$ cat src/rtl/cpu_bus_ctrl.sv
// cpu_bus_ctrl
// Bridges a picorv32-style native memory request onto up to 16 slave ports.
// The top address byte selects a slave via per-slave prefix/mask pairs; slaves
// flagged firmware-only are refused while the CPU runs in application mode.
// Every access that fails (unmapped, protected, timed out) is logged in a
// sticky first-error register with a saturating error counter.
//
// Handshake: the CPU holds cpu_valid with a stable request until it sees
// cpu_ready, which is high for exactly one cycle per request. The request is
// captured on the first IDLE cycle with cpu_valid=1 and the CPU inputs are
// ignored until the response. On the slave side slv_cs[sel] stays high until
// slv_ready[sel] is seen on a rising edge (or the timeout expires); slave
// inputs are only looked at for the selected slave while in ACCESS.
//
// Ports
//   clk, reset_n        clock, synchronous active-low reset
//   fw_app_mode         1 = application mode (firmware-only slaves blocked)
//   cpu_valid/addr/wdata/wstrb   CPU request
//   cpu_ready/cpu_rdata          CPU response (registered)
//   slv_cs              one-hot slave select, high only in ACCESS
//   slv_we/addr/wdata   latched request fields
//   slv_rdata/slv_ready per-slave read data (32 bits each) and ready
//   err_clr             clear the error log
//   err_valid/addr/cause/count   error log (cause 01 unmapped, 10 protected, 11 timeout)
//   dbg_state           current FSM state (0 IDLE, 1 ACCESS, 2 RESP)

module cpu_bus_ctrl #(
  parameter int                      NUM_SLAVES     = 4,
  parameter logic [NUM_SLAVES*8-1:0] PREFIX_LIST    = 32'hff_c1_40_00,
  parameter logic [NUM_SLAVES*8-1:0] MASK_LIST      = 32'hff_ff_c0_c0,
  parameter logic [NUM_SLAVES-1:0]   FW_ONLY_MASK   = 4'b0000,
  parameter int                      TIMEOUT_CYCLES = 255
) (
  input  logic                     clk,
  input  logic                     reset_n,
  input  logic                     fw_app_mode,
  input  logic                     cpu_valid,
  input  logic [31:0]              cpu_addr,
  input  logic [31:0]              cpu_wdata,
  input  logic [3:0]               cpu_wstrb,
  output logic                     cpu_ready,
  output logic [31:0]              cpu_rdata,
  output logic [NUM_SLAVES-1:0]    slv_cs,
  output logic [3:0]               slv_we,
  output logic [31:0]              slv_addr,
  output logic [31:0]              slv_wdata,
  input  logic [NUM_SLAVES*32-1:0] slv_rdata,
  input  logic [NUM_SLAVES-1:0]    slv_ready,
  input  logic                     err_clr,
  output logic                     err_valid,
  output logic [31:0]              err_addr,
  output logic [1:0]               err_cause,
  output logic [7:0]               err_count,
  output logic [1:0]               dbg_state
);

  localparam int SEL_W = (NUM_SLAVES > 1) ? $clog2(NUM_SLAVES) : 1;

  localparam logic [1:0] CAUSE_UNMAPPED  = 2'b01;
  localparam logic [1:0] CAUSE_PROTECTED = 2'b10;
  localparam logic [1:0] CAUSE_TIMEOUT   = 2'b11;

  typedef enum logic [1:0] {
    ST_IDLE   = 2'd0,
    ST_ACCESS = 2'd1,
    ST_RESP   = 2'd2
  } state_t;

  state_t           state, state_nxt;
  logic [SEL_W-1:0] sel;
  logic [15:0]      cnt;

  logic             dec_hit;
  logic             dec_blocked;
  logic [SEL_W-1:0] dec_idx;
  logic             sel_ready;
  logic [31:0]      sel_rdata;
  logic             timeout;

  logic             err_event;
  logic [1:0]       err_event_cause;
  logic [31:0]      err_event_addr;

  assign dbg_state = state;
  assign timeout   = (cnt == 16'(TIMEOUT_CYCLES));

  // Address decode. Walking from the highest index down lets the lowest
  // matching slave overwrite the others, so it wins on overlapping windows.
  always_comb begin
    dec_hit     = 1'b0;
    dec_blocked = 1'b0;
    dec_idx     = '0;
    for (int i = NUM_SLAVES - 1; i >= 0; i--) begin
      if ((cpu_addr[31:24] & MASK_LIST[8*i +: 8]) == PREFIX_LIST[8*i +: 8]) begin
        dec_hit     = 1'b1;
        dec_blocked = FW_ONLY_MASK[i] & fw_app_mode;
        dec_idx     = SEL_W'(i);
      end
    end
  end

  // Only the latched slave's ready/rdata are visible to the FSM.
  always_comb begin
    sel_ready = 1'b0;
    sel_rdata = '0;
    slv_cs    = '0;
    for (int i = 0; i < NUM_SLAVES; i++) begin
      if (sel == SEL_W'(i)) begin
        sel_ready = slv_ready[i];
        sel_rdata = slv_rdata[32*i +: 32];
        slv_cs[i] = (state == ST_ACCESS);
      end
    end
  end

  always_ff @(posedge clk) begin
    if (!reset_n) state <= ST_IDLE;
    else          state <= state_nxt;
  end

  always_comb begin
    state_nxt       = state;
    err_event       = 1'b0;
    err_event_cause = 2'b00;
    err_event_addr  = slv_addr;
    case (state)
      ST_IDLE: begin
        if (cpu_valid) begin
          // Errors detected here use cpu_addr directly: slv_addr is only
          // being loaded on this same edge.
          if (!dec_hit) begin
            state_nxt       = ST_RESP;
            err_event       = 1'b1;
            err_event_cause = CAUSE_UNMAPPED;
            err_event_addr  = cpu_addr;
          end else if (dec_blocked) begin
            state_nxt       = ST_RESP;
            err_event       = 1'b1;
            err_event_cause = CAUSE_PROTECTED;
            err_event_addr  = cpu_addr;
          end else begin
            state_nxt = ST_ACCESS;
          end
        end
      end
      ST_ACCESS: begin
        // A ready on the final allowed cycle still counts as success.
        if (sel_ready) begin
          state_nxt = ST_RESP;
        end else if (timeout) begin
          state_nxt       = ST_RESP;
          err_event       = 1'b1;
          err_event_cause = CAUSE_TIMEOUT;
        end
      end
      ST_RESP: state_nxt = ST_IDLE;
      default: state_nxt = ST_IDLE;
    endcase
  end

  // Datapath: latched request, access counter, response and error log.
  always_ff @(posedge clk) begin
    if (!reset_n) begin
      sel       <= '0;
      cnt       <= '0;
      cpu_ready <= 1'b0;
      cpu_rdata <= '0;
      slv_we    <= '0;
      slv_addr  <= '0;
      slv_wdata <= '0;
      err_valid <= 1'b0;
      err_addr  <= '0;
      err_cause <= '0;
      err_count <= '0;
    end else begin
      if (state == ST_IDLE && cpu_valid) begin
        slv_addr  <= cpu_addr;
        slv_wdata <= cpu_wdata;
        slv_we    <= cpu_wstrb;
        sel       <= dec_idx;
      end

      // First ACCESS cycle sees cnt=1, so cnt==TIMEOUT_CYCLES marks the last.
      if (state_nxt == ST_ACCESS) cnt <= (state == ST_ACCESS) ? cnt + 16'd1 : 16'd1;
      else                        cnt <= '0;

      cpu_ready <= (state_nxt == ST_RESP);
      cpu_rdata <= (state == ST_ACCESS && sel_ready) ? sel_rdata : 32'h0;

      // A new error on the same cycle as err_clr becomes the first error of
      // the freshly cleared log.
      if (err_event) begin
        if (err_clr || !err_valid) begin
          err_valid <= 1'b1;
          err_addr  <= err_event_addr;
          err_cause <= err_event_cause;
        end
        if (err_clr)                 err_count <= 8'd1;
        else if (err_count != 8'hff) err_count <= err_count + 8'd1;
      end else if (err_clr) begin
        err_valid <= 1'b0;
        err_addr  <= '0;
        err_cause <= '0;
        err_count <= '0;
      end
    end
  end

endmodule
$ cat config.mk
export PLATFORM = sky130hd
export DESIGN_NAME = cpu_bus_ctrl
export DESIGN_NICKNAME = d
export VERILOG_FILES = /design/src/rtl/cpu_bus_ctrl.sv
export SDC_FILE = /design/constraint.sdc
export NUM_CORES = 1
export LEC_CHECK = 0
export BUFFER_PORTS_ARGS = -buffer_cell sky130_fd_sc_hd__clkbuf_2
export CORE_AREA = 4 4 135 137
export DETAILED_ROUTE_END_ITERATION = 10
export DIE_AREA = 0 0 139 141
export MAX_ROUTING_LAYER = met4
export PLACE_DENSITY = 0.73
export SYNTH_ARGS = -nofsm -noshare
export SYNTH_HDL_FRONTEND = slang
export SYNTH_SLANG_ARGS = --single-unit
$ cat constraint.sdc
create_clock -name clk -period 3.6 [get_ports clk]
set_input_delay 0 -clock clk [delete_from_list [all_inputs] [get_ports clk]]
set_output_delay 0 -clock clk [all_outputs]
set_load 0.1 [all_outputs]
==> flow_metrics.py <==
metrics = {
    "sta": {
        "fmax_ghz": 0.406,
        "tightest_slew_ps": 876,
        "period_share": 0.685,
        "maxSlewViolCount": 0,
        "hold_viol": 0,
        "finClkSkew_ps": 12.9,
        "tns_ps": 0,
        "setup_viol": 0,
        "rsz0062_at_grt": "no",
        "slew_headroom": 0.416,
        "min_period_ps": 2460,
    },
    "critical_path": {
        "ff2ff_setup_slack_ps": 1140,
        "ff2ff_path_depth": 6,
        "arrival_ps": 2760,
        "rr_endpoint": "err_addr[17]",
        "r2r_start": "cnt[0]",
        "crit_path_end_kind": "flop",
        "crit_chain": "ha_1 > nand4_1 > nor4_4 > a32oi_4 > o21ba_2 > o2bb2ai_1",
        "crit_path_start": "cnt[0]",
        "worstPathRequired_ps": 3900,
        "crit_path_max_incr_delay_ps": 530,
        "critPathMaxFanout": 32,
        "slowest_stage": "o21ba_2",
        "worstSetupPathType": "flop to flop",
        "critPathLaunchType": "flop",
    },
    "pwr": {
        "vdd_ir_drop_max_v": 0.000339,
        "powerDensity_nw_per_um2": 460,
        "leakage_nw": 4.62,
    },
    "yosys": {
        "syn_area_per_cell_um2": 10.0,
        "syn_area_um2": 6930,
        "synth_seq_cells": 163,
        "synth.distinct_cells": 46,
        "seq_area_frac_synth": 0.471,
        "syn_nets": 899,
        "syn_inst": 692,
        "yosysWarnings": 0,
    },
    "outcome": {
        "status": "completed",
    },
    "final_layout": {
        "fillers": 1511,
        "mostFrequentLayoutCells": "clkbuf_2 (353), dfxtp_1 (161), nand2_1 (148)",
        "areaGrowthSynthToFinish_pct": 49.4,
        "final_cells": 1361,
        "drive_gt1_frac": 0.385,
        "final_common_cell": "clkbuf_2",
        "nNetsFinal": 1321,
        "multi_input_area_um2": 3470,
        "seqCellArea_um2": 3270,
    },
    "clocking": {
        "cts-buffers-inserted": 17,
        "clk_pin_slew_ps": 70,
        "ctsRootBufferMaster": "clkbuf_16",
        "cts_tree": "built",
        "clock_latency_ps": 430,
        "clock-sinks": 163,
        "clock_path_buffers": 2,
        "post_cts_buffers": 0,
        "htree_levels": 4,
    },
    "global_routing": {
        "track_usage": 0.266,
        "antenna_found_initial": 8,
        "grt_pass1_vias": 6925,
        "grt_max_degree": 81,
        "overflow": 0,
        "grt_pass1_wl_mm": 39.2,
    },
    "drt": {
        "drt_first_pass_iters": 4,
        "drc_errors": 0,
        "wl_per_cell_um": 18.9,
        "wl_mm": 25.7,
        "drtAntennaViolNets": 0,
        "num_vias": 6923,
        "vias_per_cell": 5.09,
        "drt_iter0_drc": 342,
    },
    "die": {
        "die_width_um": 139,
        "coreArea_um2": 17100,
        "die_height_um": 141,
        "initial_utilization": 0.406,
        "io_pins": 355,
        "rows": 48,
        "dieArea_um2": 19600,
    },
    "min_path": {
        "hold_start": "slv_rdata[64]",
        "holdPathStages": 3,
        "hold_end": "cpu_rdata[0]",
        "hold_class": "primary input to flop",
    },
    "placement": {
        "dp_cells": 1232,
        "place.gp.congestion": 1.01,
        "io_buffers": 353,
        "dp_hpwl_mm": 18.8,
    },
    "flow_run": {
        "cap_violations": 0,
    },
}
==> where the power goes <==
group          internal, mW  total (mW)  switching (mW)
Combinational         0.314        1.08           0.767
Sequential             1.87        1.92          0.0453
Clock                 0.973        1.76           0.784
Total                  3.16        4.76            1.60
==> worst max path at each step <==
stage	endpoint	cells after the start
after floorplan	slv_cs[0]	2
after global placement	err_addr[29]	6
after detailed placement	err_addr[19]	6
after CTS	err_addr[10]	6
after global routing	err_addr[19]	6
final	err_addr[17]	6
==> layout make-up <==
type,count,share of cell area
Multi-Input combinational cell,476,0.336
Timing Repair Buffer,449,0.262
Clock inverter,14,0.0139
Clock buffer,18,0.0415
Antenna cell,9,0.00218
Tap cell,225,0.0272
Inverter,7,0.00254
Sequential cell,163,0.316
==> sequential cells by signal, summed over array words and instances, names as in the netlist <==
signal / cells
err_count: 8
cpu_ready: 1
cnt: 16
slv_addr: 32
slv_we: 4
err_cause: 2
sel: 2
slv_wdata: 32
cpu_rdata: 32
dbg_state: 2
err_addr: 32
==> through the flow <==
stage	worst slack [ps]	hold slack (ps)	power, mW	cell area (um2)	util
after floorplan	355	145	2.69	6930	-
after global placement	1220	235	2.94	8870	0.520
after detailed placement	1140	242	2.95	8870	0.520
after CTS	1140	0.133	4.80	10300	0.605
after global routing	914	11.1	4.95	10300	0.607
final	1140	20.4	4.76	10300	0.607
==> worst max-delay path: cells and delay by family (launching register included) <==
family                   cells  cell delay [ps]
flip-flops                   1              380
adder cells (fa/ha/maj)      1              230
AND/OR/NAND/NOR              2              750
AO/OA/AOI/OAI                3              950
==> synthesized netlist by cell type (all sizes together) <==
| cell type | instances | share of area |
|---|---|---|
| o211a | 1 | 0.0014 |
| inv | 7 | 0.0038 |
| or2 | 1 | 0.00090 |
| o41ai | 1 | 0.0013 |
| or3 | 8 | 0.0072 |
| nor2b | 36 | 0.033 |
| o2bb2ai | 33 | 0.042 |
| nand4 | 5 | 0.0045 |
| nor4 | 3 | 0.0049 |
| o21ba | 1 | 0.0014 |
| nor4bb | 1 | 0.0014 |
| nand3b | 3 | 0.0033 |
| a2bb2oi | 1 | 0.0013 |
| and2 | 5 | 0.0045 |
| a31oi | 2 | 0.0018 |
| a22o | 1 | 0.0013 |
| o31ai | 1 | 0.0011 |
| or4 | 3 | 0.0038 |
| a21boi | 71 | 0.077 |
| nor3 | 4 | 0.0029 |
| nand2 | 149 | 0.081 |
| o2111ai | 1 | 0.0013 |
| and3 | 4 | 0.0036 |
| xor2 | 6 | 0.0076 |
| clkbuf | 32 | 0.017 |
| and3b | 1 | 0.0013 |
| dfxtp | 163 | 0.47 |
| a32oi | 1 | 0.0040 |
| mux2i | 33 | 0.048 |
| and4 | 2 | 0.0025 |
| nand2b | 1 | 0.00090 |
| mux4 | 32 | 0.10 |
| buf | 14 | 0.0094 |
| o21a | 2 | 0.0022 |
| nor3b | 2 | 0.0022 |
| nor2 | 19 | 0.010 |
| a21oi | 9 | 0.0065 |
| o21ai | 11 | 0.0079 |
| ha | 2 | 0.0036 |
| xnor2 | 7 | 0.0088 |
| nand3 | 13 | 0.0094 |
==> cells by family (layout without fill, tap and decap cells) <==
kind of cell | after synthesis | after routing | synth area share
simple gates | 260 | 260 | 0.177
compound gates | 136 | 136 | 0.150
other cells | 0 | 9 | 0
flops | 163 | 163 | 0.471
xor+xnor | 13 | 13 | 0.0164
mux | 65 | 65 | 0.152
buf+inv | 53 | 488 | 0.0305
fa+ha+maj | 2 | 2 | 0.00361
==> repair_timing <==
action / 4_1_cts / 5_1_grt
hold buffers: 88 / 0
gates resized for setup: 0 / 0
hold endpoints to repair: 117 / 0
==> per-layer routing <==
| layer | vias up | track usage | wire length (um) |
|---|---|---|---|
| li1 | 3291 | - | - |
| met1 | 3313 | 0.293 | 10200 |
| met2 | 275 | 0.444 | 13000 |
| met3 | 44 | 0.0831 | 1600 |
| met4 | 0 | 0.120 | 960 |
| met5 | - | - | 0 |
Power figures use the tool's default switching activity.
